==> src/rtl/gray_pkg.sv <==
// Shared definitions for the gray pipeline driver: FSM encoding, mode codes,
// luma weights, status bit positions and an 8-bit saturation helper.
package gray_pkg;

  typedef enum logic [2:0] {
    ST_IDLE  = 3'd0,
    ST_CHECK = 3'd1,
    ST_RUN   = 3'd2,
    ST_DRAIN = 3'd3,
    ST_DONE  = 3'd4
  } gray_state_e;

  localparam logic [1:0] MODE_AVG   = 2'd0;
  localparam logic [1:0] MODE_LUMA  = 2'd1;
  localparam logic [1:0] MODE_GREEN = 2'd2;

  localparam logic [7:0] LUMA_W_R = 8'd77;
  localparam logic [7:0] LUMA_W_G = 8'd150;
  localparam logic [7:0] LUMA_W_B = 8'd29;

  localparam int STAT_SIZE_ERR = 0;
  localparam int STAT_MODE_ERR = 1;

  function automatic logic [7:0] sat_u8(input logic [9:0] v);
    return (v > 10'd255) ? 8'hFF : v[7:0];
  endfunction

endpackage

==> src/rtl/gray_pipe_driv_if.sv <==
// Pixel stream bundle (valid, word address, word data) passed between the
// read side, the arithmetic pipeline and the BRAM write port.
interface gray_pipe_driv_if #(
  parameter int WD_DAT = 32
);
  logic              vld;
  logic [WD_DAT-1:0] addr;
  logic [WD_DAT-1:0] dat;

  modport master (output vld, addr, dat);
  modport slave  (input  vld, addr, dat);
endinterface

==> src/rtl/gray_calc_pipe.sv <==
// Three-stage RGB-to-gray pipeline: field split, weighted sums, then
// mode select with saturation packed as {gray, B, G, R}.
module gray_calc_pipe
  import gray_pkg::*;
#(
  parameter int WD_DAT = 32
) (
  input  logic                   clk,
  input  logic                   rst_n,
  input  logic [1:0]             i_mode,
  gray_pipe_driv_if.slave        pipe_in,
  gray_pipe_driv_if.master       pipe_out
);

  logic              r_s1_vld;
  logic [WD_DAT-1:0] r_s1_addr;
  logic [23:0]       r_s1_rgb;

  logic              r_s2_vld;
  logic [WD_DAT-1:0] r_s2_addr;
  logic [23:0]       r_s2_rgb;
  logic [9:0]        r_s2_sum;
  logic [17:0]       r_s2_luma;

  logic              r_s3_vld;
  logic [WD_DAT-1:0] r_s3_addr;
  logic [WD_DAT-1:0] r_s3_dat;

  logic [7:0] w_r, w_g, w_b;
  logic [7:0] w_gray;
  logic       w_unused_hi;

  assign w_r = r_s1_rgb[7:0];
  assign w_g = r_s1_rgb[15:8];
  assign w_b = r_s1_rgb[23:16];

  // The top byte of the incoming word carries no pixel information.
  assign w_unused_hi = ^pipe_in.dat[WD_DAT-1:24];

  always_comb begin
    w_gray = r_s2_rgb[15:8];
    case (i_mode)
      MODE_AVG:  w_gray = sat_u8(r_s2_sum / 10'd3);
      MODE_LUMA: w_gray = sat_u8(r_s2_luma[17:8]);
      default:   w_gray = r_s2_rgb[15:8];
    endcase
  end

  always_ff @(posedge clk or negedge rst_n) begin
    if (!rst_n) begin
      r_s1_vld  <= 1'b0;
      r_s1_addr <= '0;
      r_s1_rgb  <= '0;
      r_s2_vld  <= 1'b0;
      r_s2_addr <= '0;
      r_s2_rgb  <= '0;
      r_s2_sum  <= '0;
      r_s2_luma <= '0;
      r_s3_vld  <= 1'b0;
      r_s3_addr <= '0;
      r_s3_dat  <= '0;
    end else begin
      r_s1_vld  <= pipe_in.vld;
      r_s1_addr <= pipe_in.addr;
      r_s1_rgb  <= pipe_in.dat[23:0];

      r_s2_vld  <= r_s1_vld;
      r_s2_addr <= r_s1_addr;
      r_s2_rgb  <= r_s1_rgb;
      r_s2_sum  <= 10'(w_r) + 10'(w_g) + 10'(w_b);
      r_s2_luma <= 18'(LUMA_W_R) * 18'(w_r) + 18'(LUMA_W_G) * 18'(w_g)
                 + 18'(LUMA_W_B) * 18'(w_b);

      r_s3_vld  <= r_s2_vld;
      r_s3_addr <= r_s2_addr;
      r_s3_dat  <= WD_DAT'({w_gray, r_s2_rgb});
    end
  end

  assign pipe_out.vld  = r_s3_vld;
  assign pipe_out.addr = r_s3_addr;
  assign pipe_out.dat  = r_s3_dat;

endmodule

==> src/rtl/gray_pipe_driv.sv <==
// Gray-conversion job driver: validates a shake request, streams N words out
// of BRAM through the gray pipeline and writes them back in place.
module gray_pipe_driv
  import gray_pkg::*;
#(
  parameter int WD_SHK_SYNC = 16,
  parameter int WD_SHK_DLAY = 15,
  parameter int WD_BRAM_DAT = 32,
  parameter int WD_BRAM_WEN = 4,
  parameter int WD_ERR_INFO = 4,
  parameter int WD_SIZE_MAX = 10,
  parameter int NB_RD_LAT   = 2
) (
  input  logic                   s_sys_a_clock,
  input  logic                   s_sys_a_resetn,
  input  logic                   s_shk_gray_wvalid,
  input  logic [WD_SHK_SYNC-1:0] s_shk_gray_smosi,
  input  logic [WD_SHK_DLAY-1:0] s_shk_gray_dmosi,
  output logic                   s_shk_gray_wready,
  output logic [WD_SHK_SYNC-1:0] s_shk_gray_smiso,
  output logic [WD_SHK_DLAY-1:0] s_shk_gray_dmiso,
  output logic [WD_BRAM_DAT-1:0] m_bram_rd_addr,
  output logic                   m_bram_rd_en,
  input  logic [WD_BRAM_DAT-1:0] m_bram_rd_dout,
  output logic [WD_BRAM_DAT-1:0] m_bram_wr_addr,
  output logic [WD_BRAM_DAT-1:0] m_bram_wr_din,
  output logic                   m_bram_wr_en,
  output logic [WD_BRAM_WEN-1:0] m_bram_wr_we,
  output logic                   m_bram_gray_clk,
  input  logic [WD_ERR_INFO-1:0] s_err_gray_info1,
  output logic [WD_ERR_INFO-1:0] m_err_gray_info1
);

  localparam int unsigned N_MAX = 2 ** WD_SIZE_MAX;

  gray_state_e            r_state;
  logic [WD_SHK_SYNC-1:0] r_num;
  logic [WD_SHK_SYNC-1:0] r_smiso;
  logic [1:0]             r_mode;
  logic                   r_size_err;
  logic                   r_mode_err;
  logic                   r_wready;
  logic                   r_rd_en;
  logic [WD_BRAM_DAT-1:0] r_rd_addr;
  logic                   r_vld_sr  [NB_RD_LAT];
  logic [WD_BRAM_DAT-1:0] r_addr_sr [NB_RD_LAT];

  logic                   w_size_bad;
  logic                   w_mode_bad;
  logic                   w_last_rd;
  logic                   w_last_wr;
  logic [WD_SHK_DLAY-1:0] w_stat;
  logic [WD_ERR_INFO-1:0] w_err_loc;
  logic                   w_unused_dmosi;

  gray_pipe_driv_if #(.WD_DAT(WD_BRAM_DAT)) w_pix_in ();
  gray_pipe_driv_if #(.WD_DAT(WD_BRAM_DAT)) w_pix_out ();

  assign w_size_bad = (s_shk_gray_smosi == '0) || (32'(s_shk_gray_smosi) > N_MAX);
  assign w_mode_bad = (s_shk_gray_dmosi[1:0] == 2'd3);
  assign w_last_rd  = (r_rd_addr + WD_BRAM_DAT'(1)) == WD_BRAM_DAT'(r_num);
  assign w_last_wr  = w_pix_out.vld && ((r_smiso + WD_SHK_SYNC'(1)) == r_num);
  assign w_unused_dmosi = ^s_shk_gray_dmosi[WD_SHK_DLAY-1:2];

  always_ff @(posedge s_sys_a_clock or negedge s_sys_a_resetn) begin
    if (!s_sys_a_resetn) begin
      r_state    <= ST_IDLE;
      r_num      <= '0;
      r_smiso    <= '0;
      r_mode     <= '0;
      r_size_err <= 1'b0;
      r_mode_err <= 1'b0;
      r_wready   <= 1'b0;
      r_rd_en    <= 1'b0;
      r_rd_addr  <= '0;
    end else begin
      if (w_pix_out.vld) begin
        r_smiso <= r_smiso + WD_SHK_SYNC'(1);
      end
      unique case (r_state)
        ST_IDLE: begin
          if (s_shk_gray_wvalid) begin
            r_state    <= ST_CHECK;
            r_smiso    <= '0;
            r_size_err <= 1'b0;
            r_mode_err <= 1'b0;
          end
        end
        ST_CHECK: begin
          r_num      <= s_shk_gray_smosi;
          r_mode     <= s_shk_gray_dmosi[1:0];
          r_size_err <= w_size_bad;
          r_mode_err <= w_mode_bad;
          if (w_size_bad || w_mode_bad) begin
            r_state  <= ST_DONE;
            r_wready <= 1'b1;
          end else begin
            r_state   <= ST_RUN;
            r_rd_en   <= 1'b1;
            r_rd_addr <= '0;
          end
        end
        ST_RUN: begin
          if (w_last_rd) begin
            r_rd_en <= 1'b0;
            r_state <= ST_DRAIN;
          end else begin
            r_rd_addr <= r_rd_addr + WD_BRAM_DAT'(1);
          end
        end
        ST_DRAIN: begin
          if (w_last_wr) begin
            r_state  <= ST_DONE;
            r_wready <= 1'b1;
          end
        end
        ST_DONE: begin
          // Requester drops wvalid to acknowledge; only then can a new job start.
          if (!s_shk_gray_wvalid) begin
            r_state    <= ST_IDLE;
            r_wready   <= 1'b0;
            r_size_err <= 1'b0;
            r_mode_err <= 1'b0;
          end
        end
        default: r_state <= ST_IDLE;
      endcase
    end
  end

  // Valid/address follow the BRAM read latency so they line up with rd_dout.
  always_ff @(posedge s_sys_a_clock or negedge s_sys_a_resetn) begin
    if (!s_sys_a_resetn) begin
      for (int i = 0; i < NB_RD_LAT; i++) begin
        r_vld_sr[i]  <= 1'b0;
        r_addr_sr[i] <= '0;
      end
    end else begin
      r_vld_sr[0]  <= r_rd_en;
      r_addr_sr[0] <= r_rd_addr;
      for (int i = 1; i < NB_RD_LAT; i++) begin
        r_vld_sr[i]  <= r_vld_sr[i-1];
        r_addr_sr[i] <= r_addr_sr[i-1];
      end
    end
  end

  assign w_pix_in.vld  = r_vld_sr[NB_RD_LAT-1];
  assign w_pix_in.addr = r_addr_sr[NB_RD_LAT-1];
  assign w_pix_in.dat  = m_bram_rd_dout;

  gray_calc_pipe #(
    .WD_DAT (WD_BRAM_DAT)
  ) u_calc (
    .clk      (s_sys_a_clock),
    .rst_n    (s_sys_a_resetn),
    .i_mode   (r_mode),
    .pipe_in  (w_pix_in.slave),
    .pipe_out (w_pix_out.master)
  );

  always_comb begin
    w_stat                = '0;
    w_stat[STAT_SIZE_ERR] = r_size_err;
    w_stat[STAT_MODE_ERR] = r_mode_err;
    w_err_loc                = '0;
    w_err_loc[STAT_SIZE_ERR] = r_size_err;
    w_err_loc[STAT_MODE_ERR] = r_mode_err;
  end

  assign s_shk_gray_wready = r_wready;
  assign s_shk_gray_smiso  = r_smiso;
  assign s_shk_gray_dmiso  = w_stat;
  assign m_err_gray_info1  = s_err_gray_info1 | w_err_loc;

  assign m_bram_rd_en    = r_rd_en;
  assign m_bram_rd_addr  = r_rd_addr;
  assign m_bram_wr_en    = w_pix_out.vld;
  assign m_bram_wr_addr  = w_pix_out.addr;
  assign m_bram_wr_din   = w_pix_out.dat;
  assign m_bram_wr_we    = {WD_BRAM_WEN{w_pix_out.vld}};
  assign m_bram_gray_clk = s_sys_a_clock;

endmodule

==> config.mk <==
export PLATFORM = sky130hd
export DESIGN_NAME = gray_pipe_driv
export DESIGN_NICKNAME = d
export VERILOG_FILES = /design/src/rtl/gray_pkg.sv /design/src/rtl/gray_pipe_driv_if.sv /design/src/rtl/gray_calc_pipe.sv /design/src/rtl/gray_pipe_driv.sv
export SDC_FILE = /design/constraint.sdc
export NUM_CORES = 1
export LEC_CHECK = 0
export CORE_ASPECT_RATIO = 1.1
export CORE_MARGIN = 10
export CORE_UTILIZATION = 55
export CTS_BUF_LIST = sky130_fd_sc_hd__clkbuf_4
export CTS_CLUSTER_DIAMETER = 100
export DETAILED_ROUTE_END_ITERATION = 6
export DONT_BUFFER_PORTS = 1
export PLACE_DENSITY = 0.74
export SETUP_SLACK_MARGIN = 0.3
export SLEW_MARGIN = 20
export SYNTH_ARGS = -nofsm -noshare
export SYNTH_HDL_FRONTEND = slang
export SYNTH_HIERARCHICAL = 1
export SYNTH_SLANG_ARGS = --single-unit
==> constraint.sdc <==
create_clock -name s_sys_a_clock -period 7.6 [get_ports s_sys_a_clock]
set_input_delay 1.9 -clock s_sys_a_clock [delete_from_list [all_inputs] [get_ports s_sys_a_clock]]
set_output_delay 1.9 -clock s_sys_a_clock [all_outputs]
set_load 0.005 [all_outputs]
==> results of run 1 <==
[layout by cell type, fill, tap and decap left out, types with 11 or more instances in the layout]
cell	count
a31oi_1	14
xor2_1	22
inv_1	133
xnor2_1	49
or3_1	13
nand2_1	70
dfrtp_1	337
nand2b_1	12
clkbuf_4	120
and4_1	11
clkinv_1	16
and3_1	18
nor3_1	46
ha_1	95
and2_1	21
nand4_1	28
or2_2	11
nor4_1	13
a21oi_1	30
o21ai_0	38
conb_1	13
nor2_1	67
nand3_1	60
a211o_1	15
mux2i_1	19
fa_1	64
mux2_2	16
[flip-flops by register name (all words and copies together) (netlist names), 10 cells and up]
register	cells
m_bram_rd_addr	32
r_addr_sr	32
r_num	16
s_shk_gray_smiso	16
u_calc/pipe_out.addr	32
u_calc/pipe_out.dat	32
u_calc/r_s1_addr	32
u_calc/r_s1_rgb	24
u_calc/r_s2_addr	32
u_calc/r_s2_rgb	24
u_calc/r_s2_sum	10
w_pix_in.addr	32
[through the flow]
| step | cell area [um2] | worst slack [ns] | hold slack, ns |
|---|---|---|---|
| global route | 17700 | 0.643 | 0.335 |
| detailed placement | 16600 | 1.01 | 0.335 |
| global placement | 16600 | 1.17 | 0.332 |
| finish | 17700 | 1.08 | 0.325 |
| floorplan | 16600 | 1.68 | 0.331 |
| CTS | 17700 | 1.01 | 0.341 |
[worst reg2reg max path, delay by kind of cell (launching register included)]
| kind | cells | cell delay [ns] |
|---|---|---|
| AND/OR/NAND/NOR | 2 | 0.16 |
| flip-flops | 1 | 0.48 |
| AO/OA/AOI/OAI | 6 | 1.47 |
| buffers and inverters | 4 | 0.23 |
| XOR/XNOR | 1 | 0.21 |
| adder cells (fa/ha/maj) | 10 | 3.88 |
[report_power, final]
part           switching (W)  internal [W]
clock               0.000700      0.000806
sequential          0.000530       0.00222
combinational        0.00153       0.00130
[worst max path at each step]
stage,start,cells past startpoint,to,slack (ns)
after floorplan,u_calc/r_s1_rgb[11]$_DFF_PN0_,23,u_calc/r_s2_luma[16]$_DFF_PN0_,1.68
after global placement,u_calc/r_s1_rgb[11]$_DFF_PN0_,23,u_calc/r_s2_luma[16]$_DFF_PN0_,1.17
after detailed placement,u_calc/r_s1_rgb[11]$_DFF_PN0_,23,u_calc/r_s2_luma[16]$_DFF_PN0_,1.01
after CTS,u_calc/r_s1_rgb[11]$_DFF_PN0_,23,u_calc/r_s2_luma[16]$_DFF_PN0_,1.01
after global routing,u_calc/r_s1_rgb[11]$_DFF_PN0_,23,u_calc/r_s2_luma[16]$_DFF_PN0_,0.64
final,u_calc/r_s1_rgb[11]$_DFF_PN0_,23,u_calc/r_s2_luma[16]$_DFF_PN0_,1.08
[Yosys cell counts, types with 4 or more instances]
cell,number
o22ai_1,4
nand2_1,70
or2_2,11
mux2i_1,19
o21a_1,10
mux2_2,16
buf_2,14
clkbuf_1,40
xor2_1,22
inv_1,133
ha_1,95
xnor2_1,49
fa_1,64
o21bai_1,4
o21ai_0,38
nor4_1,13
o31ai_1,10
nand3_1,60
and2_1,21
buf_4,23
dfrtp_1,337
nor2_1,68
nand4_1,28
a211oi_1,4
buf_6,6
or4_1,10
nand2b_1,12
a21o_1,4
a31oi_1,14
and3_1,18
nor3_1,46
or3_1,13
a211o_1,15
o31a_1,4
nor2b_1,8
o211ai_1,4
nor3b_1,8
a221o_1,5
and4_1,11
a21oi_1,30
[cell type report]
cell class              count  area [um2]  share of cell area
diodes                      3        7.51            0.000423
clock buffers             120         901              0.0508
clock inverters            30         203              0.0114
inverters                 133         499              0.0281
multi-input cells         887        7200               0.406
flip-flops and latches    337        8430               0.475
well taps                 374         468              0.0264
repair buffers              4        30.0             0.00169
[cell families after synthesis]
logic type	after synthesis
other cells	1
fa+ha+maj	160
buf+inv	219
flops	337
mux	36
xor+xnor	72
compound gates	192
simple gates	414
[routing by layer]
layer / up-vias / wire length (um)
met5: - / 0
met4: 0 / 898
met3: 63 / 2950
met2: 325 / 17600
met1: 5250 / 13800
li1: 5001 / -
==> out/summary.txt, run 1 <==
Initial Util -> 0.558
chip height -> 202 um
fraction of the mapped netlist area in compound gates -> 0.0852
top-area cell type share of the netlist area -> 0.509
Placer Congestion -> 0.894
sequential area share after synthesis -> 0.509
placed wire-length estimate -> 25.3 mm
CP max-delay cell -> fa_1
# setup viols final -> 0
multiplexer share of the synthesized area -> 0.0231
post-synthesis cell type count -> 84
HP Class -> reg -> reg
CP Buf/Inv Count -> 4
RSZ-0062 raised after global routing -> no
CTS Buf Count -> 83
critical path fanouts, max -> 6
Post-synth EDFFs -> 0
Nets -> 1675
Site Rows -> 66
WP data arrival -> 7.09 ns
XOR/XNOR share of the synthesized area -> 0.0385
Yosys Warn Count -> 6
asr flop ratio synth -> 1.00
Hold-fix buffers, CTS -> 0
Synth Cell Area -> 0.0166 mm2
post-route insts no fill -> 1888
crit start category -> register
fraction of layout cells with a size suffix above 1 -> 0.124
DR vias -> 10639
CTS clk-pin slew, worst paths -> 0.06 ns
prevailing post-synth register cell -> dfrtp_1
Min-Delay Path Depth -> 0
Synth area leaders -> dfrtp_1 51%, fa_1 7.7%, ha_1 7.2%
Worst R2R Setup Slack -> 1.08 ns
cell count after synthesis -> 1431
IO Pins -> 209
worst hold endpoint -> u_calc/r_s1_addr[3]$_DFF_PN0_
gr ovfl total -> 0
Placed Cells -> 1735
Area Growth Syn to Fin -> 7.19%
Critical Path RT -> 8.16 ns
final core occ -> 0.599
average size of a mapped cell -> 11.6 um2
worst vdd ir -> 0.245 mV
Synth area leader -> dfrtp_1
DRT antenna net count -> 0
met3 Usage GRT -> 0.0644
Setup Skew -> 0.0839 ns
Sum Neg Setup Slack -> 0 ns
Clock Latency Late Sink -> 0.76 ns
buffers added on ports -> 0
GRT busiest layer -> met2
TritonCTS clock tree -> yes
Synth Area in Adders -> 0.150
Leak -> 8.27 nW
router iterations before antenna repair -> 6
FILL cells -> 2386
met2 Track Usage GR -> 0.321
Yosys reg bits -> 337
post_cts resized -> 0
vias in the first global route -> 10942
Root Buffer -> clkbuf_4
final hold violation count -> 0
post-DR vias/cell -> 5.64
met1 Use GR -> 0.226
Max clock buf depth -> 3
clk sinks -> 337
Slew Viols, Final -> 0
htree depth -> 3
Power Dens Cells -> 399 mW/mm2
setup repair bufs after CTS -> 0
Die Area -> 0.0374 mm2
Routed WL per cell -> 18.6 um
largest net degree at the start of global routing -> 338
Slew @ Worst Pin -> 0.912 ns
Tcrit/Tclk final -> 0.858
Crit Reg-Reg Endpoint -> u_calc/r_s2_luma[16]$_DFF_PN0_
f_max -> 153 MHz
core region area -> 0.0296 mm2
Simple-Gate Fraction of Synth Area -> 0.135
CP Class -> reg -> reg
initial antenna violation count -> 3
worst r2r path cells -> 23
status -> completed
DRT iter0 DRCs -> 576
max capacitance violation total -> 0
largest stage delay on the critical path -> 0.49 ns
worst r2r src -> u_calc/r_s1_rgb[11]$_DFF_PN0_
first-pass GRT wire length -> 57.1 mm
HP Start -> w_pix_in.addr[3]$_DFF_PN0_
# DRC -> 0
die width -> 185 um
Routed WL -> 35.2 mm
main combinational cell family by area after synthesis -> adder cells
critical path's top delay family -> adder cells
All-Layer GR Usage -> 0.194
minimum clock period -> 6.52 ns
endpoint type of the worst setup path -> register
Slew Limit Headroom -> 0.392
Final Power -> 0.00709 W
crit-path cells -> ha_1 > ha_1 > ha_1 > inv_1 > fa_1 > inv_1 > ha_1 > a21boi_0 > nor2_1 > xnor2_1 > fa_1 > inv_1 > fa_1 > fa_1 > inv_1 > fa_1 > ha_1 > o221a_2 > o41ai_2 > a21oi_1 > o21a_1 > o21ai_0 > nand2b_1
Note: power is estimated with default switching activity, not from simulation.
==> run 2: changes to the inputs <==
--- a/config.mk
+++ b/config.mk
@@ -9,7 +9,7 @@
 export CORE_MARGIN = 10
 export CORE_UTILIZATION = 55
 export CTS_BUF_LIST = sky130_fd_sc_hd__clkbuf_4
-export CTS_CLUSTER_DIAMETER = 100
+export CTS_CLUSTER_DIAMETER = 30
 export DETAILED_ROUTE_END_ITERATION = 6
 export DONT_BUFFER_PORTS = 1
 export PLACE_DENSITY = 0.74
==> run 2 against run 1 <==
Clock-buffer cell count is 3 lower. Critical path type unchanged. Fmax hardly changed. Flip-flop and latch count stayed put.
==> out/summary.txt, run 2 (synthesized netlist as in run 1, its figures left out) <==
Site Rows -> 66
post_cts resized -> 0
WP data arrival -> 7.10 ns
first-pass GRT wire length -> 57.0 mm
post-route insts no fill -> 1892
register area -> 0.00843 mm2
final core occ -> 0.597
Initial Util -> 0.558
Slew @ Worst Pin -> 0.885 ns
setup repair bufs after CTS -> 0
core region area -> 0.0296 mm2
Nets -> 1676
Power Dens Cells -> 396 mW/mm2
Hold-fix buffers, CTS -> 0
DRT antenna net count -> 0
footprint of the multi-input gates -> 0.00720 mm2
Setup Skew -> 0.0586 ns
RSZ-0062 raised after global routing -> no
max capacitance violation total -> 0
status -> completed
Routed WL -> 35.2 mm
DRT iter0 DRCs -> 593
placed wire-length estimate -> 25.3 mm
Clock Latency Late Sink -> 0.74 ns
Die Area -> 0.0374 mm2
CTS Buf Count -> 84
HP Class -> reg -> reg
f_max -> 153 MHz
fraction of layout cells with a size suffix above 1 -> 0.122
TritonCTS clock tree -> yes
Placer Congestion -> 0.894
post-DR vias/cell -> 5.65
Leak -> 8.25 nW
Placed Cells -> 1735
crit start category -> register
Area after DPL -> 0.0166 mm2
Critical Path RT -> 8.18 ns
# DRC -> 0
final hold violation count -> 0
buffers added on ports -> 0
endpoint type of the worst setup path -> register
Slew Viols, Final -> 0
Slew Limit Headroom -> 0.410
vias in the first global route -> 10949
worst vdd ir -> 0.264 mV
Worst Setup Slack post-DPL -> 1.01 ns
initial antenna violation count -> 4
Design Area, Final -> 0.0177 mm2
largest net degree at the start of global routing -> 338
CP Class -> reg -> reg
gr ovfl total -> 0
Root Buffer -> clkbuf_4
most frequent cells in the layout -> 337 x dfrtp_1, 133 x inv_1, 117 x clkbuf_4, 95 x ha_1, 70 x nand2_1
IO Pins -> 209
CTS clk-pin slew, worst paths -> 0.06 ns
clk sinks -> 337
DR vias -> 10691
Tcrit/Tclk final -> 0.858
Area Growth Syn to Fin -> 6.99%
router iterations before antenna repair -> 5
# setup viols final -> 0
Routed WL per cell -> 18.6 um
minimum clock period -> 6.52 ns
All-Layer GR Usage -> 0.193
critical path fanouts, max -> 6
Sum Neg Setup Slack -> 0 ns
htree depth -> 3
commonest non-fill, non-tap cell in the layout -> dfrtp_1
FILL cells -> 2400
die width -> 185 um
Setup WS post-layout -> 1.08 ns
chip height -> 202 um
Max clock buf depth -> 3
-- run 2: changes by cell type in the layout (fill, tap and decap cells not counted), sizes merged --
| cell | delta |
|---|---|
| clkinv | +7 |
| clkbuf | -3 |
| bufinv | -2 |
| diode | +2 |
-- run 2: power by group --
part           leakage (nW)  switching, W  internal (W)
logic                  3.58       0.00153       0.00130
registers              4.03      0.000531       0.00222
clock network         0.633      0.000709      0.000731
-- run 2: per-stage QoR --
step	power, W	hold WS [ns]
2_1_floorplan	0.00492	0.331
3_3_place_gp	0.00548	0.332
3_5_place_dp	0.00561	0.335
4_1_cts	0.00709	0.323
5_1_grt	0.00766	0.337
6_report	0.00702	0.330
-- run 2: worst max-delay path: stages, from the launching register on --
cell and delay (ns):
dfrtp_1 0.48, ha_1 0.34, ha_1 0.28, ha_1 0.27
inv_1 0.05, fa_1 0.49, inv_1 0.05, ha_1 0.31
a21boi_0 0.30, nor2_1 0.09, xnor2_1 0.21, fa_1 0.44
inv_1 0.08, fa_1 0.45, fa_1 0.49, inv_1 0.05
fa_1 0.47, ha_1 0.33, o221a_2 0.17, o41ai_2 0.45
a21oi_1 0.17, o21a_1 0.23, o21ai_0 0.14, nand2b_1 0.07
-- run 2: final timing paths --
path,from,endpoint,slack (ns),cells past startpoint
worst max-delay path,u_calc/r_s1_rgb[11]$_DFF_PN0_,u_calc/r_s2_luma[16]$_DFF_PN0_,1.08,23
worst min-delay path,u_calc/r_s1_addr[12]$_DFF_PN0_,u_calc/r_s2_addr[12]$_DFF_PN0_,0.33,0
worst max register to register,u_calc/r_s1_rgb[11]$_DFF_PN0_,u_calc/r_s2_luma[16]$_DFF_PN0_,1.08,23
worst min register to register,u_calc/r_s1_addr[12]$_DFF_PN0_,u_calc/r_s2_addr[12]$_DFF_PN0_,0.33,0
max in group asynchronous,s_sys_a_resetn,w_pix_in.vld$_DFF_PN0_,6.38,0
min in group asynchronous,s_sys_a_resetn,u_calc/r_s1_rgb[16]$_DFF_PN0_,0.88,0
-- run 2: final cells by class --
cell class                 count  share of cell area
antenna                        5            0.000706
clock buffer                 117              0.0496
clock inverter                35              0.0106
inverter                     133              0.0282
multi-input combinational    887               0.407
sequential                   337               0.476
tap                          374              0.0264
timing repair buffer           4             0.00170
-- run 2: routing by layer --
metal  wire (um)  track usage  up-vias
li1            -            -     5005
met1       13700        0.225     5278
met2       17600        0.321      337
met3        3010       0.0633       71
met4         916       0.0816        0
met5           0            0        -
==> run 3: changes to the inputs <==
--- a/config.mk
+++ b/config.mk
@@ -7,12 +7,13 @@
 export LEC_CHECK = 0
 export CORE_ASPECT_RATIO = 1.1
 export CORE_MARGIN = 10
-export CORE_UTILIZATION = 55
+export CORE_UTILIZATION = 60
 export CTS_BUF_LIST = sky130_fd_sc_hd__clkbuf_4
-export CTS_CLUSTER_DIAMETER = 30
+export CTS_CLUSTER_DIAMETER = 60
 export DETAILED_ROUTE_END_ITERATION = 6
 export DONT_BUFFER_PORTS = 1
-export PLACE_DENSITY = 0.74
+export PLACE_DENSITY = 0.8
+export RECOVER_POWER = 100
 export SETUP_SLACK_MARGIN = 0.3
 export SLEW_MARGIN = 20
 export SYNTH_ARGS = -nofsm -noshare
==> run 3 against run 2 <==
The flow now finishes with violations (capacitance limit, slew limit). Fmax decreased by 2.3%. Non-clock buffer count shrank 1. Hold slack worse by 0.013 ns. Register-to-register slack lost 0.15 ns. Cell count fell by 1.2%. Sequential share of layout area is 0.21 points higher. Critical path depth shrank 1. Die area shrank 7.5%. Clock power is 3% higher. Via count grew 0.75%. Wire length is essentially flat. Largest power group unchanged.
==> out/summary.txt, run 3 (synthesized netlist as in run 1, its figures left out) <==
WP data arrival -> 7.25 ns
Critical Path RT -> 8.18 ns
router iterations before antenna repair -> 5
met2 Track Usage GR -> 0.332
All-Layer GR Usage -> 0.208
htree depth -> 3
placed wire-length estimate -> 24.9 mm
fraction of layout cells with a size suffix above 1 -> 0.115
CTS clk-pin slew, worst paths -> 0.06 ns
Area Growth Syn to Fin -> 6.53%
DRT iter0 DRCs -> 803
first-pass GRT wire length -> 57.6 mm
Slew @ Worst Pin -> 2.39 ns
Initial Util -> 0.611
CTS Buf Count -> 84
status -> finished with violations
Routed WL -> 35.2 mm
f_max -> 150 MHz
Placer Congestion -> 0.918
endpoint type of the worst setup path -> register
initial antenna violation count -> 6
largest stage delay on the critical path -> 0.64 ns
post_cts resized -> 0
buffers added on ports -> 0
RSZ-0062 raised after global routing -> no
worst vdd ir -> 0.275 mV
Sum Neg Setup Slack -> 0 ns
setup repair bufs after CTS -> 0
Slew Viols, Final -> 17
TritonCTS clock tree -> yes
vias in the first global route -> 11032
Setup Skew -> 0.0599 ns
Clock Latency Late Sink -> 0.74 ns
Slew Limit Headroom -> -0.607
Leak -> 8.22 nW
crit-path cells -> ha_1 > ha_1 > ha_1 > inv_1 > fa_1 > inv_1 > ha_1 > a21boi_0 > nor2_1 > xnor2_1 > fa_1 > inv_1 > fa_1 > fa_1 > inv_1 > fa_1 > ha_1 > o221a_2 > o41ai_1 > o21bai_1 > a21o_1 > xnor2_1
Routed WL per cell -> 18.8 um
max capacitance violation total -> 1
post-DR vias/cell -> 5.76
DR vias -> 10771
chip height -> 194 um
HP Class -> reg -> reg
critical path fanouts, max -> 6
Tcrit/Tclk final -> 0.878
Site Rows -> 63
met1 Use GR -> 0.253
Hold-fix buffers, CTS -> 0
minimum clock period -> 6.68 ns
IO Pins -> 209
Root Buffer -> clkbuf_4
Max clock buf depth -> 3
final hold violation count -> 0
WHS -> 0.316 ns
gr ovfl total -> 0
DRT antenna net count -> 0
failing checks -> capacitance limit, slew limit
most frequent cells in the layout -> 337 x dfrtp_1, 133 x inv_1, 123 x clkbuf_4, 95 x ha_1, 70 x nand2_1
die width -> 178 um
Power Dens Cells -> 398 mW/mm2
Die Area -> 0.0346 mm2
GRT busiest layer -> met2
met3 Usage GRT -> 0.0777
largest net degree at the start of global routing -> 338
clk sinks -> 337
Nets -> 1675
crit start category -> register
CP max-delay cell -> o41ai_1
commonest non-fill, non-tap cell in the layout -> dfrtp_1
core region area -> 0.0271 mm2
# DRC -> 0
# setup viols final -> 0
CP Class -> reg -> reg
Final Power -> 0.00702 W
## run 3: cell types whose count changed in the layout (fill, tap and decap cells not counted), sizes merged
cell      delta
clkinv      -11
clkbuf       +7
buf          -2
bufinv       +1
clkinvlp     -1
## run 3: layout make-up
type | count | area, um2
repair buffers | 3 | 18.8
multi-input cells | 887 | 7140
fillers | 2123 | 9480
diodes | 5 | 12.5
clock buffers | 123 | 923
inverters | 133 | 499
clock inverters | 24 | 164
well taps | 357 | 447
flip-flops and latches | 337 | 8430
## run 3: per-layer routing
layer  share of wire  wire length, um
met3           0.091             3210
met2            0.49            17300
met5         0.00088               31
met4           0.020              716
met1            0.40            13900
## run 3: metrics by stage
step	worst slack (ns)	instances	cell area, um2	utilization
after CTS	1.19	1864	17700	0.652
after global routing	0.528	1866	17600	0.650
after floorplan	1.68	1443	16600	-
after global placement	1.26	1717	16600	0.612
after detailed placement	1.21	1717	16600	0.612
final	0.924	1869	17600	0.650
## run 3: final timing paths
path	start	end	slack (ns)	cells past startpoint
max	u_calc/r_s1_rgb[11]$_DFF_PN0_	u_calc/r_s2_luma[13]$_DFF_PN0_	0.92	22
min	w_pix_in.addr[28]$_DFF_PN0_	u_calc/r_s1_addr[28]$_DFF_PN0_	0.32	0
max reg2reg	u_calc/r_s1_rgb[11]$_DFF_PN0_	u_calc/r_s2_luma[13]$_DFF_PN0_	0.92	22
min reg2reg	w_pix_in.addr[28]$_DFF_PN0_	u_calc/r_s1_addr[28]$_DFF_PN0_	0.32	0
max in group asynchronous	s_sys_a_resetn	u_calc/r_s1_rgb[10]$_DFF_PN0_	6.11	0
min in group asynchronous	s_sys_a_resetn	u_calc/pipe_out.addr[29]$_DFF_PN0_	0.89	0
## run 3: critical path: cells and delay by family (launching register included)
family | cells | cell delay (ns)
fa+ha+maj | 10 | 3.88
compound gates | 5 | 1.52
flops | 1 | 0.48
xor+xnor | 2 | 0.39
buf+inv | 4 | 0.19
simple gates | 1 | 0.09
## run 3: power breakdown
group	switching [W]	internal (W)	total, W
clock	0.000702	0.000787	0.00149
combinational	0.00154	0.00126	0.00280
sequential	0.000520	0.00222	0.00274
total	0.00276	0.00427	0.00702
